$ cat src/rtl/ctrl_pkg.sv
// Shared constants and the decoded control bundle for the pipelined control unit.
package ctrl_pkg;

  // Opcodes with the top bit set; anything from OP_RSV_LO upward is reserved.
  localparam logic [3:0] OP_LW     = 4'b1000;
  localparam logic [3:0] OP_SW     = 4'b1001;
  localparam logic [3:0] OP_BEQ    = 4'b1010;
  localparam logic [3:0] OP_RSV_LO = 4'b1011;

  // ALU operations used by the memory and branch instructions.
  localparam logic [2:0] ALU_ADD = 3'b000;
  localparam logic [2:0] ALU_SUB = 3'b001;

  // Operand source selects for the EX stage.
  localparam logic [1:0] FWD_RF    = 2'b00;
  localparam logic [1:0] FWD_EXMEM = 2'b10;
  localparam logic [1:0] FWD_MEMWB = 2'b01;

  // Decoded control bundle; the ALU op travels alongside because its width is a parameter.
  typedef struct packed {
    logic alu_src;
    logic mem_read;
    logic mem_write;
    logic reg_write;
    logic mem_to_reg;
    logic reg_dst;
    logic branch;
    logic reads_rt;
  } ctrl_t;

  localparam ctrl_t CTRL_NOP = '{default: 1'b0};

endpackage

$ cat src/rtl/pipe_ctrl_if.sv
// ID-side inputs and pipeline control outputs of pipe_ctrl, bundled for port hookup.
interface pipe_ctrl_if #(
  parameter int OPW  = 4,
  parameter int RAW  = 4,
  parameter int ALUW = 3
);
  logic            id_valid;
  logic [OPW-1:0]  id_op;
  logic [RAW-1:0]  id_rs;
  logic [RAW-1:0]  id_rt;
  logic [RAW-1:0]  id_rd;
  logic            ex_zero;
  logic            stall;
  logic            flush;
  logic            id_reg_dst;
  logic [ALUW-1:0] ex_aluop;
  logic            ex_alu_src;
  logic [1:0]      fwd_a;
  logic [1:0]      fwd_b;
  logic            mem_read;
  logic            mem_write;
  logic            wb_write_en;
  logic            wb_mem_to_reg;
  logic [RAW-1:0]  wb_waddr;

  // Datapath / IF side: drives the ID fields, consumes the controls.
  modport master (
    output id_valid, id_op, id_rs, id_rt, id_rd, ex_zero,
    input  stall, flush, id_reg_dst, ex_aluop, ex_alu_src, fwd_a, fwd_b,
           mem_read, mem_write, wb_write_en, wb_mem_to_reg, wb_waddr
  );

  // Control unit side.
  modport slave (
    input  id_valid, id_op, id_rs, id_rt, id_rd, ex_zero,
    output stall, flush, id_reg_dst, ex_aluop, ex_alu_src, fwd_a, fwd_b,
           mem_read, mem_write, wb_write_en, wb_mem_to_reg, wb_waddr
  );
endinterface

$ cat src/rtl/ctrl_decode.sv
// Purely combinational opcode decoder: opcode plus valid -> control bundle and ALU op.
module ctrl_decode
  import ctrl_pkg::*;
#(
  parameter int OPW  = 4,
  parameter int ALUW = 3
) (
  input  logic            valid,
  input  logic [OPW-1:0]  op,
  output ctrl_t           ctrl,
  output logic [ALUW-1:0] aluop
);

  // Map the opcode onto control flags; invalid or reserved slots become a NOP.
  always_comb begin
    ctrl  = CTRL_NOP;
    aluop = {ALUW{1'b0}};
    if (!valid) begin
      ctrl = CTRL_NOP;
    end else if (op[OPW-1] == 1'b0) begin
      aluop           = ALUW'(op[2:0]);
      ctrl.reg_write  = 1'b1;
      ctrl.mem_to_reg = 1'b1;
      ctrl.reads_rt   = 1'b1;
    end else if (op[OPW-1 -: 4] >= OP_RSV_LO) begin
      ctrl = CTRL_NOP;
    end else begin
      case (op[OPW-1 -: 4])
        OP_LW: begin
          aluop          = ALUW'(ALU_ADD);
          ctrl.alu_src   = 1'b1;
          ctrl.mem_read  = 1'b1;
          ctrl.reg_write = 1'b1;
        end
        OP_SW: begin
          aluop          = ALUW'(ALU_ADD);
          ctrl.alu_src   = 1'b1;
          ctrl.mem_write = 1'b1;
          ctrl.reg_dst   = 1'b1;
          ctrl.reads_rt  = 1'b1;
        end
        OP_BEQ: begin
          aluop         = ALUW'(ALU_SUB);
          ctrl.reg_dst  = 1'b1;
          ctrl.branch   = 1'b1;
          ctrl.reads_rt = 1'b1;
        end
        default: ctrl = CTRL_NOP;
      endcase
    end
  end

endmodule

$ cat src/rtl/pipe_ctrl.sv
// Pipelined control unit: ID decode, ID/EX, EX/MEM and MEM/WB control registers,
// load-use stall, branch flush and EX-stage forwarding selects.
module pipe_ctrl
  import ctrl_pkg::*;
#(
  parameter int OPW  = 4,
  parameter int RAW  = 4,
  parameter int ALUW = 3
) (
  input  logic       clk,
  input  logic       rst_n,
  pipe_ctrl_if.slave bus
);

  localparam logic [RAW-1:0] REG_ZERO = {RAW{1'b0}};

  ctrl_t           dec;
  logic [ALUW-1:0] dec_aluop;
  logic            dec_write;
  logic [RAW-1:0]  dec_waddr;

  logic            load_use;
  logic            branch_taken;
  logic            bubble;
  logic            em_fwd_ok;
  logic            mw_fwd_ok;
  logic [1:0]      fwd_a;
  logic [1:0]      fwd_b;

  // ID/EX stage
  logic            idex_valid;
  logic [ALUW-1:0] idex_aluop;
  logic            idex_alu_src;
  logic            idex_mem_read;
  logic            idex_mem_write;
  logic            idex_reg_write;
  logic            idex_mem_to_reg;
  logic            idex_branch;
  logic [RAW-1:0]  idex_rs;
  logic [RAW-1:0]  idex_rt;
  logic [RAW-1:0]  idex_waddr;

  // EX/MEM stage
  logic            exmem_valid;
  logic            exmem_mem_read;
  logic            exmem_mem_write;
  logic            exmem_reg_write;
  logic            exmem_mem_to_reg;
  logic [RAW-1:0]  exmem_waddr;

  // MEM/WB stage
  logic            memwb_valid;
  logic            memwb_reg_write;
  logic            memwb_mem_to_reg;
  logic [RAW-1:0]  memwb_waddr;

  ctrl_decode #(
    .OPW  (OPW),
    .ALUW (ALUW)
  ) u_decode (
    .valid (bus.id_valid),
    .op    (bus.id_op),
    .ctrl  (dec),
    .aluop (dec_aluop)
  );

  // Suppress writes to the hardwired-zero register right at decode.
  always_comb begin
    dec_write = dec.reg_write && (bus.id_rd != REG_ZERO);
    if (dec_write) begin
      dec_waddr = bus.id_rd;
    end else begin
      dec_waddr = REG_ZERO;
    end
  end

  // Load-use: a load in EX whose destination is read by the instruction in ID.
  always_comb begin
    load_use = 1'b0;
    if (idex_valid && idex_mem_read && (idex_waddr != REG_ZERO)) begin
      load_use = (idex_waddr == bus.id_rs) ||
                 (dec.reads_rt && (idex_waddr == bus.id_rt));
    end else begin
      load_use = 1'b0;
    end
  end

  assign branch_taken = idex_valid & idex_branch & bus.ex_zero;
  assign bubble       = load_use | branch_taken;

  // Loads in EX/MEM never forward: their data is not ready until MEM/WB.
  assign em_fwd_ok = exmem_valid && exmem_reg_write && !exmem_mem_read &&
                     (exmem_waddr != REG_ZERO);
  assign mw_fwd_ok = memwb_valid && memwb_reg_write && (memwb_waddr != REG_ZERO);

  // Operand source selects; the younger EX/MEM result takes precedence.
  always_comb begin
    fwd_a = FWD_RF;
    fwd_b = FWD_RF;
    if (em_fwd_ok && (exmem_waddr == idex_rs)) begin
      fwd_a = FWD_EXMEM;
    end else if (mw_fwd_ok && (memwb_waddr == idex_rs)) begin
      fwd_a = FWD_MEMWB;
    end else begin
      fwd_a = FWD_RF;
    end
    if (em_fwd_ok && (exmem_waddr == idex_rt)) begin
      fwd_b = FWD_EXMEM;
    end else if (mw_fwd_ok && (memwb_waddr == idex_rt)) begin
      fwd_b = FWD_MEMWB;
    end else begin
      fwd_b = FWD_RF;
    end
  end

  // ID/EX register: load the decoded instruction, or a bubble on stall/flush.
  always_ff @(posedge clk or negedge rst_n) begin
    if (!rst_n) begin
      idex_valid      <= 1'b0;
      idex_aluop      <= {ALUW{1'b0}};
      idex_alu_src    <= 1'b0;
      idex_mem_read   <= 1'b0;
      idex_mem_write  <= 1'b0;
      idex_reg_write  <= 1'b0;
      idex_mem_to_reg <= 1'b0;
      idex_branch     <= 1'b0;
      idex_rs         <= REG_ZERO;
      idex_rt         <= REG_ZERO;
      idex_waddr      <= REG_ZERO;
    end else if (bubble) begin
      idex_valid      <= 1'b0;
      idex_aluop      <= {ALUW{1'b0}};
      idex_alu_src    <= 1'b0;
      idex_mem_read   <= 1'b0;
      idex_mem_write  <= 1'b0;
      idex_reg_write  <= 1'b0;
      idex_mem_to_reg <= 1'b0;
      idex_branch     <= 1'b0;
      idex_rs         <= REG_ZERO;
      idex_rt         <= REG_ZERO;
      idex_waddr      <= REG_ZERO;
    end else begin
      idex_valid      <= bus.id_valid;
      idex_aluop      <= dec_aluop;
      idex_alu_src    <= dec.alu_src;
      idex_mem_read   <= dec.mem_read;
      idex_mem_write  <= dec.mem_write;
      idex_reg_write  <= dec_write;
      idex_mem_to_reg <= dec.mem_to_reg;
      idex_branch     <= dec.branch;
      idex_rs         <= bus.id_rs;
      idex_rt         <= bus.id_rt;
      idex_waddr      <= dec_waddr;
    end
  end

  // EX/MEM register: always advances, even while ID is stalled.
  always_ff @(posedge clk or negedge rst_n) begin
    if (!rst_n) begin
      exmem_valid      <= 1'b0;
      exmem_mem_read   <= 1'b0;
      exmem_mem_write  <= 1'b0;
      exmem_reg_write  <= 1'b0;
      exmem_mem_to_reg <= 1'b0;
      exmem_waddr      <= REG_ZERO;
    end else begin
      exmem_valid      <= idex_valid;
      exmem_mem_read   <= idex_mem_read;
      exmem_mem_write  <= idex_mem_write;
      exmem_reg_write  <= idex_reg_write;
      exmem_mem_to_reg <= idex_mem_to_reg;
      exmem_waddr      <= idex_waddr;
    end
  end

  // MEM/WB register: always advances.
  always_ff @(posedge clk or negedge rst_n) begin
    if (!rst_n) begin
      memwb_valid      <= 1'b0;
      memwb_reg_write  <= 1'b0;
      memwb_mem_to_reg <= 1'b0;
      memwb_waddr      <= REG_ZERO;
    end else begin
      memwb_valid      <= exmem_valid;
      memwb_reg_write  <= exmem_reg_write;
      memwb_mem_to_reg <= exmem_mem_to_reg;
      memwb_waddr      <= exmem_waddr;
    end
  end

  // Flush outranks stall: the stalled ID instruction is discarded anyway.
  assign bus.stall         = load_use & ~branch_taken;
  assign bus.flush         = branch_taken;
  assign bus.id_reg_dst    = dec.reg_dst;
  assign bus.fwd_a         = fwd_a;
  assign bus.fwd_b         = fwd_b;
  assign bus.ex_aluop      = idex_aluop;
  assign bus.ex_alu_src    = idex_alu_src;
  assign bus.mem_read      = exmem_mem_read;
  assign bus.mem_write     = exmem_mem_write;
  assign bus.wb_write_en   = memwb_reg_write;
  assign bus.wb_mem_to_reg = memwb_mem_to_reg;
  assign bus.wb_waddr      = memwb_waddr;

endmodule

$ cat src/flat_wrapper.sv
// flat-port wrapper written by rule: the top's interface ports become plain ports
module pipe_ctrl_flat import ctrl_pkg::*;
#(
  parameter int OPW  = 4,
  parameter int RAW  = 4,
  parameter int ALUW = 3
)
  (clk, rst_n, bus_id_valid, bus_id_op, bus_id_rs, bus_id_rt, bus_id_rd, bus_ex_zero, bus_stall, bus_flush, bus_id_reg_dst, bus_ex_aluop, bus_ex_alu_src, bus_fwd_a, bus_fwd_b, bus_mem_read, bus_mem_write, bus_wb_write_en, bus_wb_mem_to_reg, bus_wb_waddr);
  pipe_ctrl_if #(.OPW(OPW), .RAW(RAW), .ALUW(ALUW)) bus_i ();
  input  logic clk;
  input  logic rst_n;
  input wire logic [$bits(bus_i.id_valid)-1:0] bus_id_valid;
  input wire logic [$bits(bus_i.id_op)-1:0] bus_id_op;
  input wire logic [$bits(bus_i.id_rs)-1:0] bus_id_rs;
  input wire logic [$bits(bus_i.id_rt)-1:0] bus_id_rt;
  input wire logic [$bits(bus_i.id_rd)-1:0] bus_id_rd;
  input wire logic [$bits(bus_i.ex_zero)-1:0] bus_ex_zero;
  output wire logic [$bits(bus_i.stall)-1:0] bus_stall;
  output wire logic [$bits(bus_i.flush)-1:0] bus_flush;
  output wire logic [$bits(bus_i.id_reg_dst)-1:0] bus_id_reg_dst;
  output wire logic [$bits(bus_i.ex_aluop)-1:0] bus_ex_aluop;
  output wire logic [$bits(bus_i.ex_alu_src)-1:0] bus_ex_alu_src;
  output wire logic [$bits(bus_i.fwd_a)-1:0] bus_fwd_a;
  output wire logic [$bits(bus_i.fwd_b)-1:0] bus_fwd_b;
  output wire logic [$bits(bus_i.mem_read)-1:0] bus_mem_read;
  output wire logic [$bits(bus_i.mem_write)-1:0] bus_mem_write;
  output wire logic [$bits(bus_i.wb_write_en)-1:0] bus_wb_write_en;
  output wire logic [$bits(bus_i.wb_mem_to_reg)-1:0] bus_wb_mem_to_reg;
  output wire logic [$bits(bus_i.wb_waddr)-1:0] bus_wb_waddr;
  assign bus_i.id_valid = bus_id_valid;
  assign bus_i.id_op = bus_id_op;
  assign bus_i.id_rs = bus_id_rs;
  assign bus_i.id_rt = bus_id_rt;
  assign bus_i.id_rd = bus_id_rd;
  assign bus_i.ex_zero = bus_ex_zero;
  assign bus_stall = bus_i.stall;
  assign bus_flush = bus_i.flush;
  assign bus_id_reg_dst = bus_i.id_reg_dst;
  assign bus_ex_aluop = bus_i.ex_aluop;
  assign bus_ex_alu_src = bus_i.ex_alu_src;
  assign bus_fwd_a = bus_i.fwd_a;
  assign bus_fwd_b = bus_i.fwd_b;
  assign bus_mem_read = bus_i.mem_read;
  assign bus_mem_write = bus_i.mem_write;
  assign bus_wb_write_en = bus_i.wb_write_en;
  assign bus_wb_mem_to_reg = bus_i.wb_mem_to_reg;
  assign bus_wb_waddr = bus_i.wb_waddr;
  pipe_ctrl #(.OPW(OPW), .RAW(RAW), .ALUW(ALUW)) u_core (.clk(clk), .rst_n(rst_n), .bus(bus_i));
endmodule
$ cat config.mk
export PLATFORM = sky130hd
export DESIGN_NAME = pipe_ctrl_flat
export DESIGN_NICKNAME = d
export VERILOG_FILES = /design/src/rtl/ctrl_pkg.sv /design/src/rtl/pipe_ctrl_if.sv /design/src/rtl/ctrl_decode.sv /design/src/rtl/pipe_ctrl.sv /design/src/flat_wrapper.sv
export SDC_FILE = /design/constraint.sdc
export NUM_CORES = 1
export LEC_CHECK = 0
export BUFFER_PORTS_ARGS = -buffer_cell sky130_fd_sc_hd__clkbuf_2
export CAP_MARGIN = 20
export CORE_MARGIN = 1
export CORE_UTILIZATION = 40
export DETAILED_ROUTE_END_ITERATION = 8
export GPL_ROUTABILITY_DRIVEN = 0
export RECOVER_POWER = 25
export SYNTH_ARGS = -nofsm -noshare
export SYNTH_HDL_FRONTEND = slang
export SYNTH_SLANG_ARGS = --single-unit
$ cat constraint.sdc
create_clock -name clk -period 1.7 [get_ports clk]
set_clock_uncertainty 0.1 [all_clocks]
set_input_delay 0.34 -clock clk [delete_from_list [all_inputs] [get_ports clk]]
set_output_delay 0.34 -clock clk [all_outputs]
set_load 0.02 [all_outputs]
======== Word level (Yosys, flattened, before mapping) ========
Index checks and enable logic that the tools add are counted.
storage, ports and cells
  bits in registers ....................... 38
  bits of input ports ..................... 20
operators by class
  order comparisons ....................... 1
  equality and inequality tests ........... 9
  muxes and demuxes ....................... 32
  bitwise gates (word level) .............. 5
  reduce and logical (&&, ||, !) cells .... 21
operators by type and width
  operator              count
  $eq A4 B4 Y1          6
  $mux W1               18
  $mux W4               4
  $mux W8               2
  $reduce_bool A4 Y1    4
  $logic_and A1 B1 Y1   13
  $eq A4 B4 Y1 const B  3
  $mux W3               4
  $mux W2               4
  $ge A4 B4 Y1 const B  1
  $reduce_or A2 Y1      2
  $and A1 B1 Y1         3
  $logic_not A1 Y1      1
  $logic_or A1 B1 Y1    1
  $not A1 Y1            1
  $or A1 B1 Y1          1

======== Longest topological paths before layout ========
Gate-level depths: netlist of the first run.
  word-level depth ........................ 11
  gate-level depth with buffers ........... 7

======== Modules after synthesis ========
Synthesis of the first run repeated with hierarchy kept, for this count alone.
second synthesis, totals
  cell total of the unflattened synthesis .. 154
  area total of the unflattened synthesis .. 1686.6 um2
modules (own cells, without submodules)
  module       instances  cells each  area each (um2)  seq. area each (um2)
  pipe_ctrl    1          136         1551.5           950.9
  ctrl_decode  1          18          135.1            0.0

======== Worst setup path before layout of the first run ========
No wires, ideal clock.
  path type ............................... reg2out
  start ................................... register u_core.exmem_waddr[0]
  end ..................................... output bus_fwd_a[0]
  data arrival time ....................... 1.839 ns
  data required time ...................... 1.260 ns
  path slack .............................. -0.579 ns
  stages on the path, launching flop included .. 4
  path buffers ............................ 0
  cell sequence ........................... dfrtp_1 o41ai_1 nor2_1 nor4b_1
between the ends
  word-level cells in the longest chain between the ends .. 4
ends and longest elaborated chain
  item                     line                text
  from (decl)              pipe_ctrl.sv:49     logic [RAW-1:0] exmem_waddr;
  from (signal assigned)   pipe_ctrl.sv:172    exmem_waddr <= idex_waddr;
  $reduce_bool A4 Y1       pipe_ctrl.sv:93     (exmem_waddr != REG_ZERO);
  $logic_and A1 B1 Y1      pipe_ctrl.sv:92     assign em_fwd_ok = exmem_valid && exmem_reg_write && !exmem_mem_read &&
  $logic_and A1 B1 Y1 (*)  pipe_ctrl.sv:100    if (em_fwd_ok && (exmem_waddr == idex_rs)) begin
  $mux W2 (*)              pipe_ctrl.sv:100
  to (decl)                flat_wrapper.sv:23  output wire logic [$bits(bus_i.fwd_a)-1:0] bus_fwd_a;
Every way passes the cells marked *; elsewhere a longest branch is shown, timed or not.

======== Worst setup path in the final report of the first run ========
  start ................................... register u_core.idex_waddr[3]
  end ..................................... output bus_stall
between the ends
  word-level cells in the longest chain between the ends .. 5
ends and longest elaborated chain
  item                    line                text
  from (decl)             pipe_ctrl.sv:41     logic [RAW-1:0] idex_waddr;
  from (signal assigned)  pipe_ctrl.sv:153    idex_waddr <= dec_waddr;
  $eq A4 B4 Y1            pipe_ctrl.sv:82     (dec.reads_rt && (idex_waddr == bus.id_rt));
  $logic_and A1 B1 Y1     pipe_ctrl.sv:82
  $logic_or A1 B1 Y1      pipe_ctrl.sv:81     load_use = (idex_waddr == bus.id_rs) ||
  $mux W1 (*)             pipe_ctrl.sv:80     if (idex_valid && idex_mem_read && (idex_waddr != REG_ZERO)) begin
  $and A1 B1 Y1 (*)       pipe_ctrl.sv:192    assign bus.stall = load_use & ~branch_taken;
  to (decl)               flat_wrapper.sv:18  output wire logic [$bits(bus_i.stall)-1:0] bus_stall;
Marks and branches as above.

==> results.cfg, run 1 <==
[power]
leakage_nw = 1.126
vdd_drop_max_mv = 0.4661
powerDensity_nw_per_um2 = 920.4

[logic_synthesis]
netlist_top_cells_area = dfrtp_1 (60%), xnor2_1 (7.7%), xor2_1 (6.0%)
netlist_area_um2 = 1595
ys_async_sr_fraction_pct = 100.0
synth_top_area_cell = dfrtp_1
syn_inst = 138
ys_seq_area_share_pct = 59.61
post-synth-top-count-cell = dfrtp_1
netlist_top_cells_count = dfrtp_1 (38), nor2_1 (15), nand2_1 (14), xnor2_1 (14), xor2_1 (11)
synth_edf_count = 0
synth-main-ff-cell = dfrtp_1
yosysWarningCount = 0
synth_cell_types = 29
syn_area_per_cell_um2 = 11.56
yosysTopAreaCellShare_pct = 59.61
yosys_register_bits = 38
synth.net_count = 158

[placed_design]
place_area_um2 = 1978
port_buffers = 38
hpwl_mm = 2.484
place_inst = 236
preCtsSetupSlack_ns = -0.08790

[grt]
grt_pass1_vias = 1252
antenna_found_initial = 0
grt_overflow = 0
track_usage_pct = 18.42
grt_max_degree = 39
grt_pass1_wl_mm = 5.616

[min_path]
hp-class = in -> reg
hold_depth = 3
hold_start = bus_id_rs[1]

[sta]
final.min_clock_period_ns = 2.071
whs_ns = 0.1710
drv_slew = 0
slew_headroom_pct = 40.49
fin_ws_ns = -0.3706
period_share_pct = 121.8
tightest_slew_ns = 0.8926
hold_viol = 0
finalSetupViolCount = 15
rsz0062_at_grt = yes
max_freq_ghz = 0.4829

[worst_setup_path]
max_stage_delay_ns = 0.43
crit_path_start = u_core.idex_waddr[3]
cp_max_fo = 4
crit_buf_inv = 1
cp.arrival_ns = 1.63
path_delay_family = flip-flops
rr_worst_depth = 7
cp_slowest_cell = dfrtp_1
rr_startpoint = u_core.idex_waddr[0]
worstPathCellList = xor2_1, nor4_2, nand2_1, a21oi_2, clkbuf_8
end_kind = output port
path_class = reg -> out
cp-start-kind = flop
crit_cells = 5
crit_required_ns = 1.26

[final_layout]
synthToLayoutAreaGrowth_pct = 45.18
layout.nets = 224
fin_area_um2 = 2316
drive_gt1_share_pct = 44.39
instances_no_fill = 253
final_util_pct = 61.87
num_antenna_cells = 0

[detailed_routing]
detail-route-antenna-nets = 0
vias = 1225
dr.pass1.iters = 4
avgRoutedWirePerCell_um = 13.60
viasPerCell = 4.842
drt_iter0_markers = 38
drc = 0
wl_mm = 3.441

[die]
die-area_um2 = 4245
core.rowCount = 22
io_pins = 39
start_util_pct = 42.61
die_w_um = 65.15
core_um2 = 3744
die-height_um = 65.15

[clock_tree]
clk_pin_slew_ns = 0.07
cts_tree = built
cts_root_buf = clkbuf_8
clkLatencyLatePin_ns = 0.29
cts_num_sinks = 38
cts_buffer_depth = 2
htree_levels = 2
cts_buffers = 5

[outcome]
status = finished with violations
violations = negative setup slack

[run]
drv_cap = 0
## worst min-delay path: stages
cell and delay [ns]:
clkbuf_2 0.09, nand2_1 0.06, nor2_1 0.03
## cells by family after synthesis
| kind of cell | share of synthesized area [%] |
|---|---|
| AOI/OAI and AO/OA | 2.117 |
| buffers and inverters | 2.666 |
| and+or+nand+nor | 21.88 |
| DFF | 59.61 |
| xor gates and xnor gates | 13.73 |
## through the flow
stage	TNS [ns]	power [W]
2_1_floorplan	-0.1198	0.001107
3_3_place_gp	-0.6059	0.001204
5_1_grt	-4.875	0.002226
6_report	-1.939	0.002132
4_1_cts	-2.752	0.002134
3_5_place_dp	-0.7992	0.001213
## worst paths after layout
path / to / slack, ns
max in group asynchronous: u_core.exmem_waddr[3] / 0.19
setup / recovery: bus_stall / -0.37
min in group asynchronous: u_core.bus.wb_mem_to_reg / 0.69
hold / removal: u_core.idex_rs[1] / 0.17
setup reg to reg: u_core.idex_waddr[0] / -0.06
hold reg to reg: u_core.exmem_mem_to_reg / 0.25
## cells in the final DEF (no fill, tap or decap), drive strengths merged
cell type / n
clkbuf: 44
dfrtp: 38
buf: 24
nand2: 15
nor2: 15
xnor2: 14
xor2: 11
nor3: 8
nor4: 8
nand3: 5
nand4: 4
nor4b: 3
nor3b: 2
bufinv: 2
o41ai: 1
inv: 1
and2: 1
o21ai: 1
o31a: 1
nand3b: 1
nor2b: 1
a31oi: 1
a21oi: 1
or3: 1
clkinv: 1
dlygate4sd3: 1
## report_power, final
part	internal, W	switching (W)
Sequential	0.000945	0.0000375
Combinational	0.000116	0.000130
Clock	0.000588	0.000316
Total	0.00165	0.000483
## routing by layer
| layer | GRT usage (%) | share of wire [%] |
|---|---|---|
| met1 | 20.67 | 41 |
| met4 | 9.511 | 2.4 |
| met2 | 30.86 | 52 |
| met5 | 0 | 0 |
| met3 | 6.424 | 4.9 |
## area by class of cell
type | count | area (um2)
clock inverter | 3 | 68.82
timing repair buffer | 64 | 429.2
tap | 48 | 60.06
sequential | 38 | 953.4
clock buffer | 5 | 68.82
fill | 335 | 1428
multi-input combinational | 94 | 732.0
inverter | 1 | 3.754
## timing repair
action | in CTS | in global routing
setup buffers | 4 | 4
hold buffers | 1 | 0
resized for setup | 14 | 17
pin swaps | 10 | 11
hold endpoints to repair | 21 | 0
endpoints found under the setup margin | 17 | 26
No activity file was read; power rests on OpenSTA's default activity.
==> run 2: changes to the inputs <==
--- a/config.mk
+++ b/config.mk
@@ -15,3 +15,4 @@
 export SYNTH_ARGS = -nofsm -noshare
 export SYNTH_HDL_FRONTEND = slang
 export SYNTH_SLANG_ARGS = --single-unit
+export TNS_END_PERCENT = 5
==> run 2 against run 1 <==
Effect of this change: the flow still finishes with violations (negative setup slack); worst hold slack better by 0.0040 ns; non-clock buffer count is 3 lower; combinational power is 8.5% lower; register-to-register slack worse by 0.18 ns; sequential power hardly changed; maximum frequency is 0.17% lower; global-route usage is 0.45 points lower; utilization is 4.3 points lower; cell count is 1.2% lower; sequential cell count stayed put; via count is 2.3% lower; setup slack worse by 0.0035 ns; highest routed layer unchanged.
==> results.cfg, run 2 (synthesized netlist as in run 1, its figures left out) <==
[grt]
grt_max_degree = 39
grt_pass1_wl_mm = 5.561
grt_pass1_vias = 1242
grt_overflow = 0
track_usage_pct = 17.97
antenna_found_initial = 0

[die]
die-area_um2 = 4245
core.rowCount = 22
io_pins = 39
die_w_um = 65.15
start_util_pct = 42.61
die-height_um = 65.15
core_um2 = 3744

[final_layout]
multi_input_area_um2 = 675.6
num_antenna_cells = 0
seq_area_um2 = 950.9
synthToLayoutAreaGrowth_pct = 35.14
layout.nets = 221
drive_gt1_share_pct = 38.12
nFillCells = 352
layout_common_cells = dfrtp_1 (38), clkbuf_2 (37)
final_common_cell = dfrtp_1

[sta]
rsz0062_at_grt = yes
tightest_slew_ns = 0.8696
drv_slew = 0
finalSetupViolCount = 25
slew_headroom_pct = 42.03
period_share_pct = 122.0
tns_ns = -3.443
max_freq_ghz = 0.4821
final.min_clock_period_ns = 2.074
hold_viol = 0
whs_ns = 0.1751
fin_ws_ns = -0.3742

[worst_setup_path]
path_class = reg -> out
rr_worst_depth = 8
cp-start-kind = flop
cp.arrival_ns = 1.63
rr_startpoint = u_core.idex_waddr[2]
end_kind = output port
crit_required_ns = 1.26
cp_max_fo = 4
crit_path_start = u_core.idex_waddr[3]

[power]
vdd_drop_max_mv = 0.4747
powerDensity_nw_per_um2 = 849.4
leakage_nw = 1.048
finalPower_w = 0.001831

[clock_tree]
cts_num_sinks = 38
clkLatencyLatePin_ns = 0.29
cts_buffers = 5
clk_pin_slew_ns = 0.07
cts_root_buf = clkbuf_8
htree_levels = 2
cts_tree = built
cts_buffer_depth = 2

[detailed_routing]
wl_mm = 3.200
detail-route-antenna-nets = 0
drc = 0
vias = 1197
dr.pass1.iters = 4
viasPerCell = 4.788
drt_iter0_markers = 24
avgRoutedWirePerCell_um = 12.80

[min_path]
hold_start = bus_id_rs[3]
hp-class = in -> reg
hold_depth = 3

[placed_design]
port_buffers = 38
hpwl_mm = 2.457

[run]
drv_cap = 0

[outcome]
violations = negative setup slack
status = finished with violations
==> run 2: final cells by class <==
type / count / area share [%]
flip-flops and latches: 38 / 44.11
multi-input cells: 94 / 31.34
repair buffers: 61 / 17.18
clock buffers: 6 / 3.831
well taps: 48 / 2.786
clock inverters: 2 / 0.5804
inverters: 1 / 0.1741
==> run 2: metrics by stage <==
stage               cell area [um2]  setup WS, ns  cells  util (%)
finish                         2156       -0.3742    250     57.59
detailed placement             1994       -0.1571    237     53.28
CTS                            2156       -0.3818    250     57.59
global route                   2156       -0.4770    250     57.59
floorplan                      1635      -0.06015    138         -
global placement               1994       -0.1521    237     53.28
==> run 2: where the power goes <==
| group | total, W | internal (W) | switching, W |
|---|---|---|---|
| sequential | 0.000979 | 0.000945 | 0.0000346 |
| clock | 0.000627 | 0.000325 | 0.000302 |
| combinational | 0.000225 | 0.000104 | 0.000122 |
==> run 2: per-layer routing <==
layer / share of wire, % / GRT usage (%) / vias up
met5: 0 / 0 / -
li1: - / - / 594
met4: 1.7 / 8.152 / 0
met2: 52 / 30.73 / 34
met1: 41 / 20.69 / 564
met3: 4.9 / 5.382 / 5
==> run 2: worst paths after layout <==
kind | to | slack, ns
max | bus_stall | -0.37
max in group asynchronous | u_core.idex_rs[2] | 0.27
min | u_core.idex_rs[3] | 0.18
min in group asynchronous | u_core.idex_mem_write | 0.68
max reg2reg | u_core.idex_mem_write | -0.24
min reg2reg | u_core.bus.wb_mem_to_reg | 0.26
==> run 2: critical path, stage by stage (launching register included) <==
cell	delay [ns]
dfrtp_1	0.43
xor2_1	0.17
nor4_2	0.32
nand2_1	0.14
a21oi_2	0.17
buf_6	0.13
==> run 2: what timing repair did <==
action	in CTS	in global routing
hold buffers	1	0
setup endpoints to repair	9	27
pin swaps	4	4
setup buffers	4	0
endpoints found under the hold margin	19	0
gates resized for setup	4	5
